===== config.mk =====
export PLATFORM = sky130hd
export DESIGN_NAME = iir_sample_capture
export DESIGN_NICKNAME = d
export VERILOG_FILES = /design/src/rtl/iir_sample_capture.sv
export SDC_FILE = /design/constraint.sdc
export NUM_CORES = 1
export LEC_CHECK = 0
export ABC_AREA = 0
export BUFFER_PORTS_ARGS = -buffer_cell sky130_fd_sc_hd__buf_2
export CORE_MARGIN = 3
export CORE_UTILIZATION = 49
export CTS_CLUSTER_DIAMETER = 30
export CTS_CLUSTER_SIZE = 14
export DETAILED_ROUTE_END_ITERATION = 16
export PLACE_DENSITY_LB_ADDON = 0.08
export SYNTH_ARGS = -nofsm -noshare
export SYNTH_HDL_FRONTEND = slang
export SYNTH_SLANG_ARGS = --single-unit

===== constraint.sdc =====
create_clock -name clk -period 7.1 [get_ports clk]
set_input_delay 1.42 -clock clk [delete_from_list [all_inputs] [get_ports clk]]
set_output_delay 1.42 -clock clk [all_outputs]
set_load 0.02 [all_outputs]

===== src/rtl/iir_sample_capture.sv =====
// rtl/iir_sample_capture.sv - IIR output sample capture with settle skip, capture window and FWFT FIFO
module iir_sample_capture #(
   parameter int DATA_W = 16,
   parameter int DEPTH  = 16,
   parameter int DIV    = 2
) (
   input  logic                     clk,
   input  logic                     reset,
   input  logic [DATA_W-1:0]        y_in,
   input  logic                     arm,
   input  logic                     stop,
   input  logic [7:0]               skip,
   input  logic [7:0]               count,
   output logic [DATA_W-1:0]        out_data,
   output logic                     out_valid,
   input  logic                     out_ready,
   output logic                     busy,
   output logic                     done,
   output logic                     overflow,
   output logic [$clog2(DEPTH):0]   level
);

   localparam int AW = $clog2(DEPTH);
   localparam int LW = AW + 1;
   localparam int DW = (DIV > 1) ? $clog2(DIV) : 1;

   typedef enum logic [1:0] {
      S_IDLE,
      S_SETTLE,
      S_CAPTURE,
      S_DONE
   } state_t;

   state_t              state_q, state_d;
   logic [DW-1:0]       div_q, div_d;
   logic [7:0]          skip_cnt_q, skip_cnt_d;
   logic [7:0]          cap_cnt_q, cap_cnt_d;
   logic                done_q, done_d;
   logic                overflow_q, overflow_d;
   logic [AW-1:0]       wr_ptr_q, wr_ptr_d;
   logic [AW-1:0]       rd_ptr_q, rd_ptr_d;
   logic [LW-1:0]       level_q, level_d;
   logic [DATA_W-1:0]   mem_q [DEPTH];

   logic                busy_w;
   logic                tick;
   logic                rd_en;
   logic                has_room;
   logic                wr_en;

   always_comb begin
      busy_w   = (state_q == S_SETTLE) || (state_q == S_CAPTURE);
      tick     = busy_w && (div_q == DW'(DIV - 1));
      rd_en    = (level_q != '0) && out_ready;
      // A simultaneous read frees the slot, so a full FIFO still accepts the write.
      has_room = (level_q < LW'(DEPTH)) || rd_en;
      wr_en    = (state_q == S_CAPTURE) && tick && !stop && has_room;
   end

   always_comb begin
      state_d    = state_q;
      div_d      = div_q;
      skip_cnt_d = skip_cnt_q;
      cap_cnt_d  = cap_cnt_q;
      done_d     = done_q;
      overflow_d = overflow_q;

      if (busy_w) begin
         div_d = tick ? '0 : div_q + DW'(1);
      end

      case (state_q)
         S_IDLE, S_DONE: begin
            if (arm) begin
               skip_cnt_d = skip;
               cap_cnt_d  = count;
               div_d      = '0;
               done_d     = 1'b0;
               overflow_d = 1'b0;
               state_d    = (skip != 8'd0) ? S_SETTLE : S_CAPTURE;
            end
         end
         S_SETTLE: begin
            if (stop) begin
               state_d = S_IDLE;
            end else if (tick) begin
               skip_cnt_d = skip_cnt_q - 8'd1;
               if (skip_cnt_q == 8'd1) begin
                  state_d = S_CAPTURE;
               end
            end
         end
         S_CAPTURE: begin
            if (stop) begin
               state_d = S_IDLE;
            end else if (tick) begin
               if (!has_room) begin
                  overflow_d = 1'b1;
               end
               // A zero capture counter in CAPTURE means a continuous run.
               if (cap_cnt_q != 8'd0) begin
                  cap_cnt_d = cap_cnt_q - 8'd1;
                  if (cap_cnt_q == 8'd1) begin
                     state_d = S_DONE;
                     done_d  = 1'b1;
                  end
               end
            end
         end
         default: state_d = S_IDLE;
      endcase
   end

   always_comb begin
      wr_ptr_d = wr_ptr_q;
      rd_ptr_d = rd_ptr_q;
      if (wr_en) begin
         wr_ptr_d = wr_ptr_q + AW'(1);
      end
      if (rd_en) begin
         rd_ptr_d = rd_ptr_q + AW'(1);
      end
      level_d = level_q + LW'(wr_en) - LW'(rd_en);
   end

   always_ff @(posedge clk) begin
      if (!reset) begin
         state_q    <= S_IDLE;
         div_q      <= '0;
         skip_cnt_q <= '0;
         cap_cnt_q  <= '0;
         done_q     <= 1'b0;
         overflow_q <= 1'b0;
         wr_ptr_q   <= '0;
         rd_ptr_q   <= '0;
         level_q    <= '0;
      end else begin
         state_q    <= state_d;
         div_q      <= div_d;
         skip_cnt_q <= skip_cnt_d;
         cap_cnt_q  <= cap_cnt_d;
         done_q     <= done_d;
         overflow_q <= overflow_d;
         wr_ptr_q   <= wr_ptr_d;
         rd_ptr_q   <= rd_ptr_d;
         level_q    <= level_d;
      end
   end

   always_ff @(posedge clk) begin
      if (reset && wr_en) begin
         mem_q[wr_ptr_q] <= y_in;
      end
   end

   assign out_valid = (level_q != '0);
   assign out_data  = out_valid ? mem_q[rd_ptr_q] : '0;
   assign busy      = busy_w;
   assign done      = done_q;
   assign overflow  = overflow_q;
   assign level     = level_q;

endmodule


# After elaboration in Yosys (flattened, before gate mapping)
# Memories as Yosys holds them, arrays and structs flattened. A register that Yosys moved wholly into a read port is not among the register bits.
# Cells that the tools add are included.
[word_totals]
reg_bits = 34
latchBits = 0
ramBits = 256
romBits = 0
inputBits = 37
out_inout_bits = 25
word_cells = 95
mem_count = 1
[memory_table]
columns = ["memory", "depth", "word_bits", "read_ports", "rd_clocked_by_memory_dff", "wr", "line_no", "rtl"]
rows = [
  ["mem_q", 16, 16, 1, 1, 1, "43", "logic [DATA_W-1:0] mem_q [DEPTH];"],
]
[op_classes]
add_sub_neg = 7
mul = 0
div = 0
order_cmp = 1
n_eq_ne = 18
shifts = 0
n_mux = 38
n_bitwise = 0
reduce_logical = 21
[op_table]
columns = ["cell", "count"]
rows = [
  ["$mux 8", 7],
  ["$pmux 8 s2", 2],
  ["$mux 2", 9],
  ["$eq 8x1->1 const B", 2],
  ["$mux 16", 1],
  ["$reduce_bool 8->1", 2],
  ["$sub 8x1->8 const B", 2],
  ["$mux 1", 14],
  ["$ne 2x2->1 const B", 6],
  ["$reduce_and 6->1", 2],
  ["$reduce_and 5->1", 2],
  ["$ne 3x2->1 const B", 3],
  ["$add 4x1->4 const B", 2],
  ["$mux 4", 2],
  ["$logic_and 1x1->1", 6],
  ["$ne 3x3->1 const B", 2],
  ["$pmux 2 s3", 1],
  ["$add 5x1->5", 1],
  ["$lt 5x5->1 const B", 1],
  ["$reduce_bool 5->1", 1],
  ["$sub 5x1->5", 1],
  ["$eq 2x2->1 const B", 2],
  ["$ne 2x1->1 const B", 2],
  ["$pmux 1 s2", 2],
  ["8 further kinds", 10],
]

# Depth between registers and ports, before layout
[logic_depth]
ltp_word = 9
mapped_depth = 15
ltp_nobuf = 14

# Worst setup path before layout
# No wires, ideal clock.
[synth_path]
path_type = "input to register"
from = "input port stop"
to = "memory mem_q[11][0] (enable)"
setup_ps = 388
arrival_ps = 2814
required_ps = 6712
setup_slack_ps = 3898
stages = 4
n_path_buf = 0
path_cell_list = "nand3b_1 -> nor2_2 -> nand2_1 -> nor2_1"
[synth_via]
elab_chain_cells = 6
[synth_rtl]
columns = ["item", "line_no", "rtl"]
rows = [
  ["start: declaration", "11", "input logic stop,"],
  ["$logic_not 1->1", "57", "wr_en = (state_q == S_CAPTURE) && tick && !stop && has_room;"],
  ["$logic_and 1x1->1 (2 in series)", "57", ""],
  ["$logic_and 1x1->1", "151", "if (reset && wr_en) begin"],
  ["$mux 1", "151", ""],
  ["$mux 1 (implied by the code)", "152", "mem_q[wr_ptr_q] <= y_in;"],
  ["end: declaration", "43", ""],
]
# No other way between the ends.

==> impl_metrics.ini <==
[status]
status = finished, final reports clean

[final_layout]
drive_above_1_share_pct = 28.70
n_antenna_cell = 0
fillers = 1738
layout_common_cells = 256 x edfxtp_1, 61 x buf_2, 53 x clkbuf_16, 52 x mux4_2, 45 x mux2i_1
layout_commonest_cell = edfxtp_1
final_area_sq_um = 14520
syn2layout_area_growth_pct = 19.78
nets = 871

[sta]
min_period_over_period_pct = 65.56
maxSlewHeadroom_pct = 25.46
rsz0062_at_grt = no
setup_viol = 0
skew_ns = 0.01491
slew_violations = 0
tightest_slew_ns = 1.117
hold_viol = 0
fmax_ghz = 0.2148
setup-tns-final_ns = 0
min_period_ns = 4.655
setup_ws_ns = 2.445
hold_slack_ns = 0.5120

[detailed_routing]
drtAntennaViolNets = 0
drt-pass1-iter-count = 8
wl_mm = 26.01
drc_errors = 0
vias = 6732
routedWlPerCell_um = 22.12
viasPerCell = 5.724
drt-initial-drc-count = 577

[synthesis]
synth_edf_count = 256
synth_ff_type = edfxtp_1
syn_avg_cell_area_sq_um = 16.79
synth.largest_area_cell = edfxtp_1
synth.area.top_cells = edfxtp_1 63%, mux4_2 9.7%, dfxtp_1 6.3%
syn_area_sq_um = 12120
syn-num-nets = 777
async_flop_share_pct = 0
synth_cell_type_count = 61
netlist.area_leader.share_pct = 63.42
yosysSeqAreaShare_pct = 69.69
ys_ff_latch = 294
syn_inst = 722
yosysWarnings = 0

[setup_path]
startpoint_type = register
cp_num_buf_inv = 2
worstSetupEndpointType = output pin
worstPathArrival_ns = 3.23
critPathKind = reg -> out
required_ns = 5.68
crit_path_top_delay_cell = dfxtp_4
crit_family = flip-flops
slowest_delay_ns = 1.01
crit_fanout = 48
crit_chain = buf_4, mux4_2, mux2i_1, o21ai_1, buf_2

[hold_path]
hp-class = reg -> reg

[die]
floorplan.initialDensity_pct = 50.73
rows = 56
ios = 62
die_h_um = 163.3
die-area_sq_um = 26660
fp.dieW_um = 163.3
core_area_sq_um = 23890

[place]
pre_cts_ws_ns = 2.704
place_area_sq_um = 12770
dp.final_hpwl_mm = 15.67
routabilityCongestion = 0.8473
portBuffers = 61

[clocking]
cts_resized = 0
cts_tree = done
cts-htree-levels = 2
post_cts_buffers = 0
clockBufferDepth = 3
root_buffer = clkbuf_16
clk_pin_slew_ns = 0.05
clock_sinks = 294
numCtsBuffers = 53
hold_buffers = 0
insertion_delay_ns = 0.53

[global_route]
antenna_found_initial = 0
grt_overflow = 0
grtUsageTotal_pct = 20.27
grt_pass1_wl_mm = 41.06
grt_max_degree = 49
grt_pass1_vias = 7161

[pwr]
power_switching_w = 0.001592
power.internal_w = 0.004024
pwr-share-clk_pct = 43.2
power_density_nw_per_um2 = 386.8
switching_share_pct = 28.35
peakVddDrop_v = 0.0002190
combPwrFrac_pct = 19.7
p_leak_nw = 4.829
sequentialPowerShare_pct = 37.1

[run]
maxCapViolCount = 0
[logic make-up (layout without fill, tap and decap cells)]
kind of cell	Yosys count	count (layout)	share of synthesized area (%)
adders and majority gates	18	18	1.920
DFF	294	294	69.69
AOI/OAI and AO/OA	94	94	5.171
and+or+nand+nor	147	147	6.049
xor gates and xnor gates	9	9	0.7123
buffers and inverters	53	188	2.147
muxes	107	107	14.31
[per-layer routing]
layer | track usage (%) | share of wire, % | wire length (um) | up-vias
met3 | 3.398 | 4.8 | 1236 | 41
met5 | 0 | 0 | 0 | -
met4 | 6.844 | 2.4 | 620 | 0
met1 | 27.56 | 44 | 11390 | 3428
li1 | - | - | - | 3056
met2 | 33.59 | 49 | 12760 | 207
[worst reg2reg max path, stage by stage, from the launching register on]
cell and delay [ns]:
dfxtp_1 0.31, inv_1 0.08, ha_1 0.69, nand3b_1 0.36, nor2_2 0.42, nand2_1 0.24
nor2_2 0.69, buf_4 0.35
[registers in the layout, summed over array words and instances, names as in the netlist, named ones only]
register,cells
div_q,1
done,1
level,5
overflow,1
skip_cnt_q,8
mem_q,256
cap_cnt_q,8
state_q,2
rd_ptr_q,4
wr_ptr_q,4
[final cells by class]
| cell class | instances | area [sq um] | share of cell area, % |
|---|---|---|---|
| inverter | 20 | 75.07 | 0.5171 |
| tap | 319 | 399.1 | 2.749 |
| clock inverter | 39 | 407.9 | 2.809 |
| clock buffer | 57 | 1341 | 9.238 |
| sequential | 294 | 8454 | 58.23 |
| multi-input combinational | 375 | 3453 | 23.78 |
| timing repair buffer | 72 | 387.9 | 2.671 |
[per-stage QoR]
stage               std cells  power [W]  utilization [%]
floorplan                 722   0.002936                -
global placement         1080   0.003186            53.45
detailed placement       1080   0.003221            53.45
CTS                      1176   0.005665            60.77
global route             1176   0.005870            60.77
finish                   1176   0.005616            60.77
[synthesized netlist by cell type, drive strengths merged, types with 9 or more instances]
| cell type | count |
|---|---|
| mux2 | 10 |
| a211oi | 9 |
| o22ai | 16 |
| a21oi | 19 |
| o211ai | 11 |
| edfxtp | 256 |
| nand2 | 41 |
| inv | 19 |
| mux4 | 52 |
| clkbuf | 9 |
| ha | 17 |
| dfxtp | 38 |
| buf | 24 |
| o21ai | 14 |
| nor2b | 9 |
| mux2i | 45 |
| nor2 | 53 |
| nand3 | 12 |
[power groups by stage]
| stage | clock [W] | combinational, W | sequential [W] |
|---|---|---|---|
| 2_1_floorplan | 0 | 0.000910 | 0.00203 |
| 3_3_place_gp | 0 | 0.00107 | 0.00211 |
| 3_5_place_dp | 0 | 0.00110 | 0.00212 |
| 4_1_cts | 0.00247 | 0.00111 | 0.00209 |
| 5_1_grt | 0.00256 | 0.00121 | 0.00210 |
| 6_report | 0.00243 | 0.00111 | 0.00208 |
[worst paths after layout]
kind,from,end,slack (ns),depth (start not counted)
setup / recovery,register,out_data[5],2.45,5
hold / removal,done$_SDFFE_PN0P_,done$_SDFFE_PN0P_,0.51,2
setup reg to reg,state_q[0]$_SDFFE_PN0P_,mem_q[9][11]$_DFFE_PP_,3.65,7
hold reg to reg,done$_SDFFE_PN0P_,done$_SDFFE_PN0P_,0.51,2
Note: power is estimated with default switching activity, not from simulation.
